**src/rtl/if_fetch_stage.sv**
```systemverilog
// Instruction-fetch stage: drives a req/ack fetch from the current PC, loads the IF/ID register,
// absorbs ID stalls with a one-entry buffer and discards fetches killed by flushes.
module if_fetch_stage #(
   parameter int unsigned        ADDR_W    = 32,
   parameter int unsigned        INSTR_W   = 32,
   parameter logic [INSTR_W-1:0] NOP_INSTR = '0
) (
   input  logic               clk_i,
   input  logic               rst_i,
   input  logic               start_i,
   input  logic [ADDR_W-1:0]  pc_i,
   output logic               pc_hold_o,
   output logic               imem_req_o,
   output logic [ADDR_W-1:0]  imem_addr_o,
   input  logic               imem_ack_i,
   input  logic [INSTR_W-1:0] imem_data_i,
   input  logic               stall_i,
   input  logic               flush_i,
   output logic [ADDR_W-1:0]  ifid_pc4_o,
   output logic [INSTR_W-1:0] ifid_instr_o,
   output logic               ifid_valid_o
);

   typedef enum logic [1:0] {IDLE, FETCH, HOLD, DROP} state_t;

   state_t             state, state_nx;
   logic [ADDR_W-1:0]  addr_q;
   logic [ADDR_W-1:0]  buf_pc4;
   logic [INSTR_W-1:0] buf_instr;
   logic [ADDR_W-1:0]  pc4;
   logic               req_q;
   logic               kill, load_fetch, load_from_buf, load_buf, bubble;

   assign pc4        = pc_i + ADDR_W'(32'd4);
   assign imem_req_o = req_q;

   always_ff @(posedge clk_i) begin
      if (rst_i) state <= IDLE;
      else       state <= state_nx;
   end

   always_comb begin
      state_nx = state;
      unique case (state)
         IDLE:  if (start_i) state_nx = FETCH;
         FETCH: begin
            if (flush_i)                      state_nx = imem_ack_i ? FETCH : DROP;
            else if (stall_i && imem_ack_i)   state_nx = HOLD;
         end
         HOLD:  if (flush_i || !stall_i) state_nx = FETCH;
         DROP:  if (imem_ack_i) state_nx = FETCH;
         default: state_nx = IDLE;
      endcase
   end

   always_comb begin
      pc_hold_o     = 1'b1;
      imem_addr_o   = pc_i;
      kill          = 1'b0;
      load_fetch    = 1'b0;
      load_from_buf = 1'b0;
      load_buf      = 1'b0;
      bubble        = 1'b0;
      unique case (state)
         FETCH: begin
            if (flush_i) begin
               pc_hold_o = 1'b0;
               kill      = 1'b1;
            end else if (stall_i) begin
               load_buf = imem_ack_i;
            end else if (imem_ack_i) begin
               pc_hold_o  = 1'b0;
               load_fetch = 1'b1;
            end else begin
               bubble = 1'b1;
            end
         end
         HOLD: begin
            if (flush_i) begin
               pc_hold_o = 1'b0;
               kill      = 1'b1;
            end else if (!stall_i) begin
               pc_hold_o     = 1'b0;
               load_from_buf = 1'b1;
            end
         end
         DROP: begin
            // keep the abandoned address on the bus until memory completes the handshake
            imem_addr_o = addr_q;
            pc_hold_o   = !flush_i;
            kill        = flush_i;
            bubble      = 1'b1;
         end
         default: ;
      endcase
   end

   always_ff @(posedge clk_i) begin
      if (rst_i) begin
         req_q        <= 1'b0;
         addr_q       <= '0;
         buf_instr    <= NOP_INSTR;
         buf_pc4      <= '0;
         ifid_valid_o <= 1'b0;
         ifid_instr_o <= NOP_INSTR;
         ifid_pc4_o   <= '0;
      end else begin
         req_q <= (state_nx == FETCH) || (state_nx == DROP);
         if (state == FETCH) addr_q <= pc_i;
         if (load_buf) begin
            buf_instr <= imem_data_i;
            buf_pc4   <= pc4;
         end
         if (kill) begin
            ifid_valid_o <= 1'b0;
            ifid_instr_o <= NOP_INSTR;
         end else if (load_fetch) begin
            ifid_valid_o <= 1'b1;
            ifid_instr_o <= imem_data_i;
            ifid_pc4_o   <= pc4;
         end else if (load_from_buf) begin
            ifid_valid_o <= 1'b1;
            ifid_instr_o <= buf_instr;
            ifid_pc4_o   <= buf_pc4;
         end else if (bubble) begin
            ifid_valid_o <= 1'b0;
         end
      end
   end

endmodule
```
**config.mk**
```make
export PLATFORM = sky130hd
export DESIGN_NAME = if_fetch_stage
export DESIGN_NICKNAME = d
export VERILOG_FILES = /design/src/rtl/if_fetch_stage.sv
export SDC_FILE = /design/constraint.sdc
export NUM_CORES = 1
export LEC_CHECK = 0
export ABC_AREA = 0
export BUFFER_PORTS_ARGS = -buffer_cell sky130_fd_sc_hd__buf_2
export CORE_AREA = 2 2 119 144
export DETAILED_ROUTE_END_ITERATION = 16
export DIE_AREA = 0 0 121 146
export PLACE_DENSITY = 0.68
export SYNTH_ARGS = -nofsm -noshare
export SYNTH_HDL_FRONTEND = slang
export SYNTH_SLANG_ARGS = --single-unit
```
**constraint.sdc**
```tcl
create_clock -name clk_i -period 4.4 [get_ports clk_i]
set_input_delay 1.1 -clock clk_i [delete_from_list [all_inputs] [get_ports clk_i]]
set_output_delay 1.1 -clock clk_i [all_outputs]
set_load 0.02 [all_outputs]
```
==> Yosys cells after proc, flatten, opt, wreduce, memory -nomap -nowiden <==
Index checks and enable logic that the tools add are counted.
{ "classes": {"n_addsub": 1, "n_mux": 36, "reduce_logical": 11, "bitwise": 1, "n_eq_ne": 5} }
{ "op_table": {"columns": ["cell", "count"], "rows": [
  ["$mux W32", 5],
  ["$add A32 B3 Y32 const B", 1],
  ["$mux W1", 21],
  ["$mux W2", 6],
  ["$pmux W2 S4", 1],
  ["$eq A2 B2 Y1 const B", 3],
  ["$eq A2 B1 Y1 const B", 2],
  ["$pmux W1 S2", 2],
  ["$reduce_or A2 Y1", 2],
  ["$pmux W1 S3", 1],
  ["$reduce_bool A3 Y1", 1],
  ["$logic_not A1 Y1", 2],
  ["$logic_not A2 Y1", 1],
  ["$logic_or A1 B1 Y1", 2],
  ["$reduce_and A2 Y1", 1],
  ["$reduce_bool A2 Y1", 1],
  ["$logic_and A1 B1 Y1", 1],
  ["$not A1 Y1", 1]
]} }
{ "totals": {"elab_cells": 62, "input_bits": 70, "reg_bits": 164, "out_inout_bits": 99} }

==> Depth between registers and ports, before layout <==
Gate-level depths: netlist of the first run.
{ "depth": {"depth_word": 7, "mapped_depth": 9, "mapped_depth_nobuf": 6} }

==> Worst setup path before layout of the first run <==
No wires, ideal clock.
{ "synth_timing": {"kind": "input to output", "start": "in imem_ack_i", "end": "out pc_hold_o", "cell_stages": 4, "n_path_buf": 1, "path_slack_ns": 1.411, "t_required_ns": 3.300, "t_arrival_ns": 1.889, "path_cell_list": "clkbuf_1 nand2b_1 a21oi_1 o21ai_0"} }
{ "synth_between": {"elab_chain_len": 4} }
{ "synth_rtl": {"columns": ["element", "line_no", "source"], "rows": [
  ["start, declared", "15", "input logic imem_ack_i,"],
  ["$mux W1", "71", "end else if (imem_ack_i) begin"],
  ["$mux W1", "69", "end else if (stall_i) begin"],
  ["$mux W1", "66", "if (flush_i) begin"],
  ["$pmux W1 S3", "64", "unique case (state)"],
  ["end, declared", "12", "output logic pc_hold_o,"]
]} }
Every way passes these cells.

==> Final worst setup path of the first run <==
{ "layout_timing": {"start": "reg state[0]", "end": "out imem_addr_o[10]"} }
{ "layout_between": {"elab_chain_len": 2} }
{ "layout_rtl": {"columns": ["element", "line_no", "source"], "rows": [
  ["start, declared", "26", "state_t state, state_nx;"],
  ["start signal, assigned", "39", "else state <= state_nx;"],
  ["$eq A2 B2 Y1", "64", null],
  ["$mux W32", "64", null],
  ["end, declared", "14", "output logic [ADDR_W-1:0] imem_addr_o,"]
]} }
Every way passes these cells.

==> results of run 1 <==
-- routing by layer --
metal	track usage, %	up-vias	part of all wire [%]
met1	27.10	2903	45
met2	33.31	163	48
met4	5.581	0	1.3
li1	-	3170	-
met3	5.564	17	5.9
met5	0	-	0
-- cell type report --
cell class              instances  area (um2)
clock buffers                  23       467.9
repair buffers                178       918.4
well taps                     212       265.3
inverters                       3       11.26
fillers                      1521        7442
multi-input cells             596        3626
flip-flops and latches        163        3263
clock inverters                 8       150.1
-- cell families (layout without fill, tap and decap cells) --
kind of cell | Yosys count | count (layout) | synth area share [%]
AOI/OAI and AO/OA | 191 | 191 | 17.24
xor gates and xnor gates | 28 | 28 | 3.412
adders and majority gates | 1 | 1 | 0.1741
buffers and inverters | 71 | 212 | 4.509
DFF | 163 | 163 | 45.40
muxes | 69 | 69 | 10.18
and+or+nand+nor | 307 | 307 | 19.08
-- layout by cell type, fill, tap and decap left out, types with 2 or more instances in the layout --
cell | netlist | final
a211oi_1 | 67 | 67
a211oi_2 | 3 | 3
a21oi_1 | 92 | 92
a221oi_1 | 4 | 4
and2_0 | 3 | 3
and3_1 | 7 | 7
and4_1 | 5 | 5
buf_2 | 13 | 167
buf_4 | 3 | 11
bufinv_16 | 0 | 4
clkbuf_1 | 39 | 4
clkbuf_16 | 0 | 17
clkbuf_8 | 0 | 2
dfxtp_1 | 163 | 163
inv_1 | 3 | 3
mux2_2 | 33 | 33
mux2i_1 | 36 | 36
nand2_1 | 166 | 166
nand2b_1 | 4 | 4
nand3_1 | 12 | 10
nand4_1 | 6 | 6
nor2_1 | 78 | 78
nor3_1 | 11 | 10
nor3_2 | 1 | 2
nor4_4 | 3 | 3
o21ai_0 | 3 | 3
o221ai_1 | 14 | 14
xnor2_1 | 14 | 14
xor2_1 | 14 | 14
-- critical path: cells and delay by family, from the launching register on --
family | cells | cell delay [ns]
multiplexers | 1 | 0.39
AND/OR/NAND/NOR | 1 | 0.10
buffers and inverters | 2 | 0.54
flip-flops | 1 | 0.41
-- power by group --
group          total, W  switching, W  internal (W)
clock           0.00156      0.000576      0.000980
sequential      0.00155     0.0000276       0.00153
combinational  0.000349      0.000224      0.000124
-- stage by stage --
step / instances / worst slack (ns) / hold WS, ns
global placement: 1152 / 1.474 / 0.4399
finish: 1183 / 1.397 / 0.4514
CTS: 1183 / 1.386 / 0.4544
global route: 1183 / 1.294 / 0.4695
floorplan: 830 / 1.411 / 0.4332
detailed placement: 1152 / 1.435 / 0.4470
-- flip-flops by register name, summed over array words and instances (netlist names) --
register,count
addr_q,32
buf_pc4,32
ifid_pc4_o,32
buf_instr,32
state,2
ifid_instr_o,32
ifid_valid_o,1
-- worst paths after layout --
kind | slack (ns) | end | cells after the start | from
hold / removal | 0.45 | buf_instr[4] | 2 | buf_instr[4]
setup reg to reg | 2.07 | ifid_pc4_o[9] | 5 | state[0]
hold reg to reg | 0.45 | buf_instr[4] | 2 | buf_instr[4]
setup / recovery | 1.40 | imem_addr_o[10] | 4 | state[0]
==> results.py, run 1 <==
metrics = {
    "status": {
        "status": "finished, final reports clean",
    },
    "pwr": {
        "ir_drop_v": 0.0002746,
        "power_density_mw_per_mm2": 397.4,
        "p_leak_nw": 3.400,
        "p_total_w": 0.003458,
    },
    "grt": {
        "antenna_found_initial": 0,
        "grtUsageTotal_pct": 20.64,
        "grt_pass1_vias": 5965,
        "grt_overflow": 0,
        "grt_pass1_wl_um": 29660,
        "grt_max_degree": 79,
    },
    "setup_path": {
        "worstPathArrival_ns": 1.90,
        "crit_chain": "nand2_1 > buf_4 > mux2_2 > buf_2",
        "crit_path_max_incr_delay_ns": 0.41,
        "startpoint_type": "flip-flop",
        "path_class": "reg -> out",
        "cp.required_ns": 3.30,
        "cp-end-kind": "primary output",
        "crit_fanout": 32,
        "slowest_stage": "dfxtp_1",
    },
    "logic_synthesis": {
        "yosysMostFrequentCell": "nand2_1",
        "synth_edf_count": 0,
        "yosys.cell_types.count": 49,
        "synth.yosys.seq_area_share_pct": 45.40,
        "async_reset_ff_share_pct": 0,
        "synth.top_cells.by_count": "166 x nand2_1, 163 x dfxtp_1, 92 x a21oi_1",
        "synthDominantCellAreaShare_pct": 45.40,
        "syn-instance-count": 830,
        "synth_area_mm2": 0.007187,
        "syn-num-nets": 901,
        "syn_avg_cell_area_um2": 8.659,
        "synth_top_cells_by_area": "dfxtp_1 45%, nand2_1 8.7%, a211oi_1 7.0%",
        "ys.flop_type": "dfxtp_1",
        "synth-seq-cells": 163,
        "yosys_warnings": 0,
        "yosys.area.top_type": "dfxtp_1",
    },
    "cts": {
        "cts_made_buffers": 17,
        "clkTransAtPathRegs_ns": 0.06,
        "insertion_delay_ns": 0.42,
        "post-cts-setup-buffer-count": 0,
        "postCtsResizedCells": 0,
        "cts-root-buf": "clkbuf_16",
        "cts_tree": "built",
        "htree_levels": 4,
        "clk_path_buf_depth": 2,
        "clock-sinks": 163,
        "hold_buffers": 0,
    },
    "sta": {
        "fin_crit_ns": 3.003,
        "tightest_slew_ns": 0.8934,
        "drv_slew": 0,
        "max_freq_ghz": 0.3330,
        "rsz0062_at_grt": "false",
        "max_slew_margin_pct": 40.44,
        "fin_skew_ns": 0.007665,
        "setup_viol": 0,
        "finalHoldViolations": 0,
        "finalCritPeriodShare_pct": 68.25,
        "fin_tns_setup_ns": 0,
    },
    "routing": {
        "postRouteAntennaNets": 0,
        "viasPerCell": 5.286,
        "drc": 0,
        "drtPass1Iterations": 5,
        "num_vias": 6253,
        "drt-total-wl_um": 17930,
        "wl_per_cell_um": 15.15,
        "drt_iter0_markers": 433,
    },
    "place": {
        "place_area_mm2": 0.008084,
        "globalplace.congestion": 0.7646,
        "hpwl_um": 11860,
        "io_buffers": 168,
    },
    "floorplan": {
        "ios": 169,
        "start_util_pct": 44.52,
        "fp.coreArea_mm2": 0.01614,
        "die_w_um": 121,
        "die_area_mm2": 0.01767,
        "rows": 51,
        "die_h_um": 146,
    },
    "layout": {
        "stdcell_area_mm2": 0.008702,
        "nets": 1030,
        "antenna_cells": 0,
        "synthToLayoutAreaGrowth_pct": 21.08,
        "drive_above_1_share_pct": 26.26,
        "fin_util_pct": 53.90,
    },
    "run": {
        "maxCapViolCount": 0,
    },
    "hold_path": {
        "hold_path.class": "reg -> reg",
    },
}
(Power assumes the default switching activity.)
==> run 2, diff against run 1 <==
ABC_AREA = 1   (was 0)
CORE_AREA = 2 2 119 145   (was 2 2 119 144)
DIE_AREA = 0 0 121 147   (was 0 0 121 146)
PLACE_DENSITY = 0.7   (was 0.68)
clock period = 2.7 ns   (was 4.4 ns; I/O delays follow)
==> run 2 against run 1 <==
  * Global-route usage up 2.2 points
  * Largest cell class unchanged
  * Synthesized area up 0.85%
  * Sequential power up 65%
  * Worst hold slack better by 0.011 ns
  * Critical path depth up 1
  * Cell count up 21%
  * Synthesized cell count up 28%
  * Core utilization about the same
  * Via count up 16%
  * Clock skew about the same
  * Clock power up 66%
==> results.py, run 2 <==
metrics = {
    "logic_synthesis": {
        "yosys.cell_types.count": 25,
        "syn-num-nets": 1135,
        "synth.yosys.seq_area_share_pct": 45.02,
        "synth.top_cells.by_count": "267 x nand2_1, 174 x nor2_1, 171 x o21ai_0",
        "syn_avg_cell_area_um2": 6.812,
        "syn-instance-count": 1064,
        "async_reset_ff_share_pct": 0,
        "synth_edf_count": 0,
        "synth-seq-cells": 163,
        "ys.flop_type": "dfxtp_1",
        "yosys_warnings": 0,
        "synthDominantCellAreaShare_pct": 45.02,
        "synth_area_mm2": 0.007248,
        "synth_top_cells_by_area": "dfxtp_1 45%, nand2_1 14%, o21ai_0 12%",
        "yosysMostFrequentCell": "nand2_1",
        "yosys.area.top_type": "dfxtp_1",
    },
    "setup_path": {
        "crit_chain": "nand2_1 > clkinv_2 > buf_12 > o21ai_0 > buf_2",
        "cp-endpoint": "imem_addr_o[21]",
        "worstPathArrival_ns": 1.88,
        "rr_endpoint": "buf_pc4[24]",
        "startpoint_type": "flip-flop",
        "slowest_stage": "dfxtp_1",
        "cp-end-kind": "primary output",
        "cp.required_ns": 2.03,
        "path_delay_family": "buffers and inverters",
        "path_class": "reg -> out",
        "crit_path_start": "state[0]",
        "reg2regPathDepth": 6,
        "regToRegSetupSlack_ns": 0.62,
        "r2r-start": "state[1]",
        "crit_path_max_incr_delay_ns": 0.39,
        "path_depth": 5,
        "crit_fanout": 28,
        "crit_buf_inv": 3,
    },
    "cts": {
        "cts_tree": "built",
        "insertion_delay_ns": 0.42,
        "htree_levels": 4,
        "clkTransAtPathRegs_ns": 0.07,
        "post-cts-setup-buffer-count": 0,
        "clock-sinks": 163,
        "cts_made_buffers": 17,
        "cts-root-buf": "clkbuf_16",
        "clk_path_buf_depth": 2,
    },
    "layout": {
        "regArea_mm2": 0.003263,
        "stdcell_area_mm2": 0.008870,
        "layout.cells.non_filler": 1434,
        "synthToLayoutAreaGrowth_pct": 22.37,
        "antenna_cells": 0,
        "nets": 1276,
        "num-fill-cells": 1665,
        "drive_above_1_share_pct": 18.64,
        "multi_input_area_mm2": 0.003448,
        "layout_common_cells": "267 x nand2_1, 174 x nor2_1, 171 x o21ai_0",
        "final_common_cell": "nand2_1",
    },
    "floorplan": {
        "start_util_pct": 44.03,
        "fp.coreArea_mm2": 0.01646,
        "rows": 52,
        "die_area_mm2": 0.01779,
        "die_w_um": 121,
        "die_h_um": 147,
        "ios": 169,
    },
    "grt": {
        "antenna_found_initial": 0,
        "grt_pass1_wl_um": 32800,
        "grt_overflow": 0,
        "grt_pass1_vias": 6628,
        "grtUsageTotal_pct": 22.86,
        "grt_max_degree": 80,
    },
    "sta": {
        "fin_crit_ns": 2.559,
        "tightest_slew_ns": 1.017,
        "finalHoldViolations": 0,
        "max_slew_margin_pct": 32.09,
        "setup_ws_ns": 0.1406,
        "rsz0062_at_grt": "false",
        "drv_slew": 0,
        "fin_tns_setup_ns": 0,
        "max_freq_ghz": 0.3907,
        "fin_skew_ns": 0.007242,
        "setup_viol": 0,
        "finalCritPeriodShare_pct": 94.79,
    },
    "routing": {
        "postRouteAntennaNets": 0,
        "wl_per_cell_um": 14.25,
        "drt_iter0_markers": 604,
        "num_vias": 7251,
        "drtPass1Iterations": 5,
        "drc": 0,
        "viasPerCell": 5.056,
        "drt-total-wl_um": 20440,
    },
    "run": {
        "maxCapViolCount": 0,
    },
    "status": {
        "status": "finished, final reports clean",
    },
    "pwr": {
        "power_density_mw_per_mm2": 646.0,
        "p_leak_nw": 4.111,
        "ir_drop_v": 0.0003926,
    },
    "place": {
        "hpwl_um": 13850,
        "globalplace.congestion": 0.8823,
        "dpl_worst_slack_ns": 0.4937,
        "io_buffers": 168,
        "dp.cells": 1402,
        "place_area_mm2": 0.008243,
    },
    "hold_path": {
        "hold_path.class": "in -> reg",
    },
}
run 2: cell count changes after synthesis, moves of 33 or more:
cell	change
a211oi_1	-67
mux2_2	-33
nor2_1	+96
nand2_1	+101
mux2i_1	-36
a31oi_1	+37
inv_1	+61
o21ai_0	+168
run 2: worst min path at each step:
stage / start / to / slack (ns) / depth (start not counted)
global route: pc_i[2] / buf_pc4[2] / 0.47 / 2
global placement: ifid_instr_o[0] / ifid_instr_o[0] / 0.46 / 2
CTS: pc_i[2] / buf_pc4[2] / 0.45 / 2
floorplan: addr_q[13] / addr_q[13] / 0.46 / 2
finish: pc_i[2] / buf_pc4[2] / 0.46 / 2
detailed placement: ifid_instr_o[0] / ifid_instr_o[0] / 0.47 / 2
run 2: routing by layer:
layer	routed length [um]	global-route usage (%)	up-vias
li1	-	-	3722
met3	1111	4.387	34
met5	0	0	-
met1	9285	30.04	3280
met4	517	8.779	0
met2	9521	37.02	215
run 2: layout make-up:
cell class / instances / share of cell area, %
clock buffer: 21 / 5.078
tap: 216 / 3.047
multi-input combinational: 769 / 38.88
timing repair buffer: 184 / 11.26
sequential: 163 / 36.79
clock inverter: 11 / 1.975
inverter: 70 / 2.976
run 2: cell families after synthesis:
| family | count (synthesis) | share of synthesized area, % |
|---|---|---|
| simple gates | 470 | 25.34 |
| compound gates | 283 | 20.25 |
| flops | 163 | 45.02 |
| buf+inv | 132 | 7.405 |
| xor+xnor | 15 | 1.813 |
| fa+ha+maj | 1 | 0.1726 |
run 2: worst register-to-register path, cell delays in order, from the launching register on:
cell and delay (ns):
dfxtp_1 0.39, inv_1 0.09, nand2_1 0.37, nor3_4 0.08
inv_2 0.75, o21ai_0 0.24, inv_1 0.09
run 2: timing repair:
| action | CTS | global route |
|---|---|---|
| resized for setup | 0 | 1 |
| hold buffers | 0 | 0 |
| setup endpoints to repair | 0 | 4 |
run 2: report_power, final:
group	total, W	switching, W	internal, W
logic	0.000589	0.000399	0.000190
clock network	0.00259	0.00100	0.00158
registers	0.00256	0.0000490	0.00251
run 2: through the flow:
step	total power (W)	hold slack, ns	utilization [%]
finish	0.005730	0.4626	53.88
global route	0.005933	0.4735	53.88
CTS	0.005772	0.4525	53.88
detailed placement	0.003198	0.4655	50.08
global placement	0.003189	0.4609	50.08
floorplan	0.002961	0.4554	-
